## src/rtl/mem_writeback_pkg.sv

```systemverilog
// ============================================================================
// mem_writeback_pkg : shared control-bit positions, widths and FSM encoding
// Revision 1.0 - initial release
// ============================================================================
`default_nettype none

package mem_writeback_pkg;

   localparam int unsigned DATA_W   = 32;
   localparam int unsigned REG_W    = 5;
   localparam int unsigned CTR_M_W  = 3;
   localparam int unsigned CTR_WB_W = 2;

   localparam int unsigned M_MEMWRITE  = 0;
   localparam int unsigned M_MEMREAD   = 1;
   localparam int unsigned M_BRANCH    = 2;
   localparam int unsigned WB_MEMTOREG = 0;
   localparam int unsigned WB_REGWRITE = 1;

   localparam int unsigned STATE_W = 1;
   typedef logic [STATE_W-1:0] state_t;
   localparam state_t S_IDLE = 1'b0;
   localparam state_t S_WAIT = 1'b1;

   // Word-aligned and inside the DEPTH-word data memory.
   function automatic logic addr_valid(input logic [DATA_W-1:0] addr,
                                       input int unsigned depth);
      return (addr[1:0] == 2'b00) && ({1'b0, addr} < 33'(4 * depth));
   endfunction

endpackage

`default_nettype wire

```

## src/rtl/mem_writeback_if.sv

```systemverilog
// ============================================================================
// mem_writeback_if : EX/MEM pipeline inputs and MEM/WB result bundle
// Revision 1.0 - initial release
// ============================================================================
`default_nettype none

interface mem_writeback_if;
   import mem_writeback_pkg::*;

   logic [CTR_M_W-1:0]  ex_ctr_m;
   logic [CTR_WB_W-1:0] ex_ctr_wb;
   logic [DATA_W-1:0]   ex_alu_result;
   logic                ex_zero;
   logic [DATA_W-1:0]   ex_store_data;
   logic [REG_W-1:0]    ex_dest_reg;
   logic [DATA_W-1:0]   ex_branch_target;

   logic                mem_stall;
   logic                regwrite_flag;
   logic [REG_W-1:0]    write_reg;
   logic [DATA_W-1:0]   write_data;
   logic                pc_src;
   logic [DATA_W-1:0]   branch_target;
   logic                addr_err;

   modport master (
      output ex_ctr_m, ex_ctr_wb, ex_alu_result, ex_zero, ex_store_data,
             ex_dest_reg, ex_branch_target,
      input  mem_stall, regwrite_flag, write_reg, write_data, pc_src,
             branch_target, addr_err
   );

   modport slave (
      input  ex_ctr_m, ex_ctr_wb, ex_alu_result, ex_zero, ex_store_data,
             ex_dest_reg, ex_branch_target,
      output mem_stall, regwrite_flag, write_reg, write_data, pc_src,
             branch_target, addr_err
   );

endinterface

`default_nettype wire

```

## src/rtl/mem_writeback_data_mem.sv

```systemverilog
// ============================================================================
// data_mem : word-addressed data memory, synchronous write, async read,
//            synchronous clear of every word on reset
// Revision 1.0 - initial release
// ============================================================================
`default_nettype none

module data_mem
   import mem_writeback_pkg::*;
#(
   parameter int DEPTH = 64,
   parameter int AW    = $clog2(DEPTH)
) (
   input  logic              clk,
   input  logic              rst,
   input  logic              we,
   input  logic [AW-1:0]     waddr,
   input  logic [DATA_W-1:0] wdata,
   input  logic [AW-1:0]     raddr,
   output logic [DATA_W-1:0] rdata
);

   logic [DATA_W-1:0] rd_words [DEPTH];

   generate
      for (genvar i = 0; i < DEPTH; i++) begin : g_word
         logic [DATA_W-1:0] word_d;
         logic [DATA_W-1:0] word_q;

         always_comb begin
            word_d = word_q;
            if (we && (waddr == AW'(i))) begin
               word_d = wdata;
            end
         end

         always_ff @(posedge clk) begin
            if (rst) begin
               word_q <= '0;
            end else begin
               word_q <= word_d;
            end
         end

         assign rd_words[i] = word_q;
      end
   endgenerate

   assign rdata = rd_words[raddr];

endmodule

`default_nettype wire

```

## src/rtl/mem_writeback.sv

```systemverilog
// ============================================================================
// mem_writeback : MEM/WB pipeline stage with a fixed-latency stalling data
//                 memory, register writeback and taken-branch redirect
// Revision 1.0 - initial release
// ============================================================================
`default_nettype none

module mem_writeback
   import mem_writeback_pkg::*;
#(
   parameter int DEPTH       = 64,
   parameter int WAIT_CYCLES = 2
) (
   input  logic           clk,
   input  logic           rst,
   mem_writeback_if.slave bus
);

   localparam int         AW       = $clog2(DEPTH);
   localparam logic       HAS_WAIT = (WAIT_CYCLES != 0);
   localparam logic [3:0] CNT_INIT = (WAIT_CYCLES > 0) ? 4'(WAIT_CYCLES - 1) : 4'd0;

   state_t            state_d, state_q;
   logic [3:0]        cnt_d, cnt_q;
   logic              mem_stall;
   logic              complete;

   logic              is_store;
   logic              is_access;
   logic              addr_ok;
   logic [AW-1:0]     word_idx;
   logic [DATA_W-1:0] mem_rdata;
   logic [DATA_W-1:0] load_data;
   logic              mem_we;

   logic              regwrite_flag_d, regwrite_flag_q;
   logic [REG_W-1:0]  write_reg_d, write_reg_q;
   logic [DATA_W-1:0] write_data_d, write_data_q;
   logic              pc_src_d, pc_src_q;
   logic [DATA_W-1:0] branch_target_d, branch_target_q;
   logic              addr_err_d, addr_err_q;

   // memwrite wins when both memwrite and memread are set
   assign is_store  = bus.ex_ctr_m[M_MEMWRITE];
   assign is_access = is_store | bus.ex_ctr_m[M_MEMREAD];
   assign addr_ok   = addr_valid(bus.ex_alu_result, DEPTH);
   assign word_idx  = bus.ex_alu_result[AW+1:2];
   assign load_data = addr_ok ? mem_rdata : '0;
   assign mem_we    = complete & is_store & addr_ok;

   data_mem #(
      .DEPTH (DEPTH)
   ) u_data_mem (
      .clk   (clk),
      .rst   (rst),
      .we    (mem_we),
      .waddr (word_idx),
      .wdata (bus.ex_store_data),
      .raddr (word_idx),
      .rdata (mem_rdata)
   );

   always_ff @(posedge clk) begin
      if (rst) begin
         state_q <= S_IDLE;
         cnt_q   <= 4'd0;
      end else begin
         state_q <= state_d;
         cnt_q   <= cnt_d;
      end
   end

   always_comb begin
      state_d = state_q;
      cnt_d   = cnt_q;
      case (state_q)
         S_IDLE: begin
            if (is_access && HAS_WAIT) begin
               state_d = S_WAIT;
               cnt_d   = CNT_INIT;
            end
         end
         S_WAIT: begin
            if (cnt_q != 4'd0) begin
               cnt_d = cnt_q - 4'd1;
            end else begin
               state_d = S_IDLE;
            end
         end
         default: state_d = S_IDLE;
      endcase
   end

   always_comb begin
      mem_stall = 1'b0;
      complete  = 1'b0;
      case (state_q)
         S_IDLE: begin
            if (is_access && HAS_WAIT) begin
               mem_stall = 1'b1;
            end else begin
               complete  = 1'b1;
            end
         end
         S_WAIT: begin
            if (cnt_q != 4'd0) begin
               mem_stall = 1'b1;
            end else begin
               complete  = 1'b1;
            end
         end
         default: mem_stall = 1'b0;
      endcase
   end

   // Stall edges load a bubble; only the data/target registers hold.
   always_comb begin
      regwrite_flag_d = 1'b0;
      pc_src_d        = 1'b0;
      addr_err_d      = 1'b0;
      write_reg_d     = write_reg_q;
      write_data_d    = write_data_q;
      branch_target_d = branch_target_q;
      if (complete) begin
         regwrite_flag_d = bus.ex_ctr_wb[WB_REGWRITE] && (bus.ex_dest_reg != '0);
         write_reg_d     = bus.ex_dest_reg;
         write_data_d    = bus.ex_ctr_wb[WB_MEMTOREG] ? load_data : bus.ex_alu_result;
         pc_src_d        = bus.ex_ctr_m[M_BRANCH] && bus.ex_zero;
         branch_target_d = bus.ex_branch_target;
         addr_err_d      = is_access && !addr_ok;
      end
   end

   always_ff @(posedge clk) begin
      if (rst) begin
         regwrite_flag_q <= 1'b0;
         write_reg_q     <= '0;
         write_data_q    <= '0;
         pc_src_q        <= 1'b0;
         branch_target_q <= '0;
         addr_err_q      <= 1'b0;
      end else begin
         regwrite_flag_q <= regwrite_flag_d;
         write_reg_q     <= write_reg_d;
         write_data_q    <= write_data_d;
         pc_src_q        <= pc_src_d;
         branch_target_q <= branch_target_d;
         addr_err_q      <= addr_err_d;
      end
   end

   assign bus.mem_stall     = mem_stall;
   assign bus.regwrite_flag = regwrite_flag_q;
   assign bus.write_reg     = write_reg_q;
   assign bus.write_data    = write_data_q;
   assign bus.pc_src        = pc_src_q;
   assign bus.branch_target = branch_target_q;
   assign bus.addr_err      = addr_err_q;

endmodule

`default_nettype wire

```

## src/flat_wrapper.sv

```systemverilog
// flat-port wrapper written by rule: the top's interface ports become plain ports
module mem_writeback_flat import mem_writeback_pkg::*;
#(
   parameter int DEPTH       = 64,
   parameter int WAIT_CYCLES = 2
)
  (clk, rst, bus_ex_ctr_m, bus_ex_ctr_wb, bus_ex_alu_result, bus_ex_zero, bus_ex_store_data, bus_ex_dest_reg, bus_ex_branch_target, bus_mem_stall, bus_regwrite_flag, bus_write_reg, bus_write_data, bus_pc_src, bus_branch_target, bus_addr_err);
  mem_writeback_if bus_i ();
  input  logic clk;
  input  logic rst;
  input wire logic [$bits(bus_i.ex_ctr_m)-1:0] bus_ex_ctr_m;
  input wire logic [$bits(bus_i.ex_ctr_wb)-1:0] bus_ex_ctr_wb;
  input wire logic [$bits(bus_i.ex_alu_result)-1:0] bus_ex_alu_result;
  input wire logic [$bits(bus_i.ex_zero)-1:0] bus_ex_zero;
  input wire logic [$bits(bus_i.ex_store_data)-1:0] bus_ex_store_data;
  input wire logic [$bits(bus_i.ex_dest_reg)-1:0] bus_ex_dest_reg;
  input wire logic [$bits(bus_i.ex_branch_target)-1:0] bus_ex_branch_target;
  output wire logic [$bits(bus_i.mem_stall)-1:0] bus_mem_stall;
  output wire logic [$bits(bus_i.regwrite_flag)-1:0] bus_regwrite_flag;
  output wire logic [$bits(bus_i.write_reg)-1:0] bus_write_reg;
  output wire logic [$bits(bus_i.write_data)-1:0] bus_write_data;
  output wire logic [$bits(bus_i.pc_src)-1:0] bus_pc_src;
  output wire logic [$bits(bus_i.branch_target)-1:0] bus_branch_target;
  output wire logic [$bits(bus_i.addr_err)-1:0] bus_addr_err;
  assign bus_i.ex_ctr_m = bus_ex_ctr_m;
  assign bus_i.ex_ctr_wb = bus_ex_ctr_wb;
  assign bus_i.ex_alu_result = bus_ex_alu_result;
  assign bus_i.ex_zero = bus_ex_zero;
  assign bus_i.ex_store_data = bus_ex_store_data;
  assign bus_i.ex_dest_reg = bus_ex_dest_reg;
  assign bus_i.ex_branch_target = bus_ex_branch_target;
  assign bus_mem_stall = bus_i.mem_stall;
  assign bus_regwrite_flag = bus_i.regwrite_flag;
  assign bus_write_reg = bus_i.write_reg;
  assign bus_write_data = bus_i.write_data;
  assign bus_pc_src = bus_i.pc_src;
  assign bus_branch_target = bus_i.branch_target;
  assign bus_addr_err = bus_i.addr_err;
  mem_writeback #(.DEPTH(DEPTH), .WAIT_CYCLES(WAIT_CYCLES)) u_core (.clk(clk), .rst(rst), .bus(bus_i));
endmodule
```

## config.mk

```make
export PLATFORM = sky130hd
export DESIGN_NAME = mem_writeback_flat
export DESIGN_NICKNAME = d
export VERILOG_FILES = /design/src/rtl/mem_writeback_pkg.sv /design/src/rtl/mem_writeback_if.sv /design/src/rtl/mem_writeback_data_mem.sv /design/src/rtl/mem_writeback.sv /design/src/flat_wrapper.sv
export SDC_FILE = /design/constraint.sdc
export NUM_CORES = 2
export LEC_CHECK = 0
export CORE_MARGIN = 2
export CORE_UTILIZATION = 34
export DETAILED_ROUTE_END_ITERATION = 10
export GPL_ROUTABILITY_DRIVEN = 1
export HOLD_SLACK_MARGIN = 0.02
export SYNTH_ARGS = -nofsm -noshare
export SYNTH_HDL_FRONTEND = slang
export SYNTH_SLANG_ARGS = --single-unit
```

## constraint.sdc

```tcl
create_clock -name clk -period 8.4 [get_ports clk]
set_input_delay 2.1 -clock clk [delete_from_list [all_inputs] [get_ports clk]]
set_output_delay 2.1 -clock clk [all_outputs]
set_load 0.02 [all_outputs]
```

==> key figures <==
Worst setup path
  – Cell mode on critical path: clkdlybuf4s50_1
  – Worst R2R Path Depth: 11
  – Buffers & Inverters on Critical Path: 4
  – R2R Path End: u_core.bus.write_data[15]
  – Worst-path fanout max: 41
  – R2r setup slk: 4.38 ns
  – Crit-path cells: clkdlybuf4s50_1 -> nor3_1 -> or2_2 -> buf_4 -> inv_1 -> clkdlybuf4s50_1
  – Reg2reg start: u_core.cnt_q[0]
  – Critical path's slowest cell: clkdlybuf4s50_1
  – CP endpoint kind: output pin
  – CP arrival: 4.04 ns
  – Critical Path RT: 6.30 ns
  – Largest stage delay on the critical path: 0.56 ns
  – Critical Path Source Type: input pin
  – Delay-heaviest family, CP: buffers and inverters
  – Worst setup path category: in -> out

STA
  – Slew @ Worst Pin: 1.44 ns
  – Max_slew headroom: 3.74%
  – Setup_tns: 0 ns
  – Final-report hold violation count: 0
  – Final Skew: 0.0502 ns
  – Hold Slack: 0.450 ns
  – RSZ-0062 raised after global routing: false
  – Setup-failing EPs final: 0
  – Period utilization: 73.1%
  – Crit path time final: 6.14 ns
  – Final-report max-slew violation count: 0
  – F_max: 163 MHz

Drt
  – Post-route antenna net violation count: 0
  – Via-to-Cell Ratio: 6.56
  – WL final: 403000 um
  – Drc violations: 0
  – Vias after detailed routing: 92974
  – WL/cell: 28.5 um
  – Metal-1 WL: 153000 um
  – Wire length on met2: 176000 um
  – Max Used Layer: met5
  – Met3 WL: 49700 um
  – Drt initial violations: 14915
  – Drt pass-1 iters: 8

Pwr
  – VDD IR-drop max: 194 uV
  – Total chip power: 21.4 mW
  – Power per cell area: 201 nW/um^2
  – P_leak: 32.3 nW

Finish
  – Share of layout cells above drive strength 1: 13.2%
  – Non-filler instance count after layout: 14179
  – Most frequent cells in the layout: dfxtp_1 (2125), a21oi_1 (1959), nand3_1 (1925), o21ai_0 (1813), mux4_2 (442)
  – Nets: 10368
  – Layout overhead on the synthesized area: 10.1%
  – Final instance area: 107000 um^2
  – Largest register by flop count: u_core.u_data_mem.g_word.word_q
  – Sequential Area: 42500 um^2
  – Largest register FFs: 2048
  – Area of the multi-input gates: 48200 um^2
  – Commonest non-fill, non-tap cell in the layout: dfxtp_1
  – Fill cells: 27729

Run status
  – Status: complete, no violations

Place
  – Placed Area: 99600 um^2
  – Post-DP HPWL: 208000 um
  – Routability cong.: 0.836
  – Dpl cells: 13779
  – Port buffer count: 181

Global route
  – Total congestion overflow: 0
  – Initial antenna violation count: 35
  – First-pass GRT wire length: 586000 um
  – Vias in the first global route: 87326
  – Largest net degree at the start of global routing: 222
  – GRT Util Overall: 26.5%

Clocking
  – Postcts setup bufs: 0
  – CTS tree: done
  – Cts bufs inserted: 219
  – Worst skew pair latency: 0.89 ns
  – Root Buffer: clkbuf_16
  – Post-CTS Hold Fix Bufs: 0
  – CTS Sinks: 2125
  – Clock transition at the registers of the reported paths: 0.06 ns
  – H-tree depth: 4
  – CTS resizes: 0
  – Clock Path Buffers: 3

Yosys
  – Post-synth EDFFs: 0
  – Ys flop type: dfxtp_1
  – FFs w/ async S/R, synth: 0%
  – Synth cell types: 48
  – Mapped Area: 96800 um^2
  – Mean Syn Cell Area: 8.67 um^2
  – Synth warn: 0
  – Seq/Total Area, Yosys: 43.9%
  – Synth Register Bits: 2125
  – Gate Count Post-Synth: 11172
  – Post-Syn Nets: 11283

Floorplan
  – Core area: 283000 um^2
  – Die width: 538 um
  – Die Span Y: 538 um
  – Die footprint: 289000 um^2
  – FP Rows: 195
  – Starting Density: 34.2%
  – # IOs: 182

Flow run
  – Max cap viols: 0

Hold path
  – Worst Hold Launch: u_core.bus.branch_target[15]
  – Hold Path Sink: u_core.bus.branch_target[15]
  – Hold depth: 2
  – Hold crit path type: reg -> reg
## kinds of logic after synthesis
logic type               share of synthesized area (%)
AO/OA/AOI/OAI                                     23.3
AND/OR/NAND/NOR                                   12.4
flip-flops                                        43.9
buffers and inverters                             6.71
multiplexers                                      13.6
adder cells (fa/ha/maj)                         0.0258
## power breakdown
part	leakage [nW]	internal (mW)	switching, mW	total [mW]
registers	17.1	10.1	0.0419	10.2
logic	11.8	0.334	1.24	1.57
clock network	3.41	5.47	4.22	9.69
total	32.3	15.9	5.50	21.4
## metal layers
layer	vias up	track usage [%]
li1	39123	-
met1	46138	34.2
met2	6419	40.0
met3	1262	7.08
met4	32	15.0
met5	-	0
## synth_stat cells (all sizes together) (5+ instances only)
cell type	instances	area, um^2
nand4	32	200
o21ai	1988	9950
nor4	113	747
or4	5	37.5
a22oi	97	728
nor2	82	308
nor2b	7	43.8
o22ai	70	438
a21oi	1959	9800
nand2b	11	68.8
a31o	96	841
nor3	9	45.0
nand3	1927	9640
o31ai	62	465
clkbuf	1072	4020
buf	492	2450
a221oi	31	272
mux2	202	2270
mux4	442	9950
mux2i	94	941
inv	8	30.0
nand2	225	847
dfxtp	2125	42500
## worst register-to-register path: stages (launching register included)
cell      delay (ns)
dfxtp_1         0.35
inv_1           0.08
ha_1            0.22
and4bb_2        0.26
or2_2           0.30
buf_4           0.26
inv_1           0.14
buf_4           0.38
nor3_2          0.08
buf_4           0.32
a22oi_1         1.07
o31ai_1         0.33
## stage by stage
step / setup slack, ns / util (%)
global placement: 2.23 / 35.2
finish: 2.26 / 37.7
CTS: 2.28 / 37.7
detailed placement: 2.28 / 35.2
floorplan: 3.27 / -
global route: 2.19 / 37.7
## worst max path at each step
stage	from	endpoint	cells past startpoint
floorplan	bus_ex_ctr_m[1]	bus_mem_stall	5
global placement	bus_ex_ctr_m[0]	bus_mem_stall	6
detailed placement	bus_ex_ctr_m[0]	bus_mem_stall	6
CTS	bus_ex_ctr_m[0]	bus_mem_stall	6
global route	bus_ex_ctr_m[0]	bus_mem_stall	6
finish	bus_ex_ctr_m[0]	bus_mem_stall	6
## final cells by class
cell class | count | share of cell area (%)
multi-input combinational | 7475 | 45.2
sequential | 2125 | 39.9
clock buffer | 336 | 6.03
tap | 3743 | 4.39
timing repair buffer | 428 | 3.88
clock inverter | 46 | 0.474
antenna | 18 | 0.0423
inverter | 8 | 0.0305
Power figures use the tool's default switching activity.
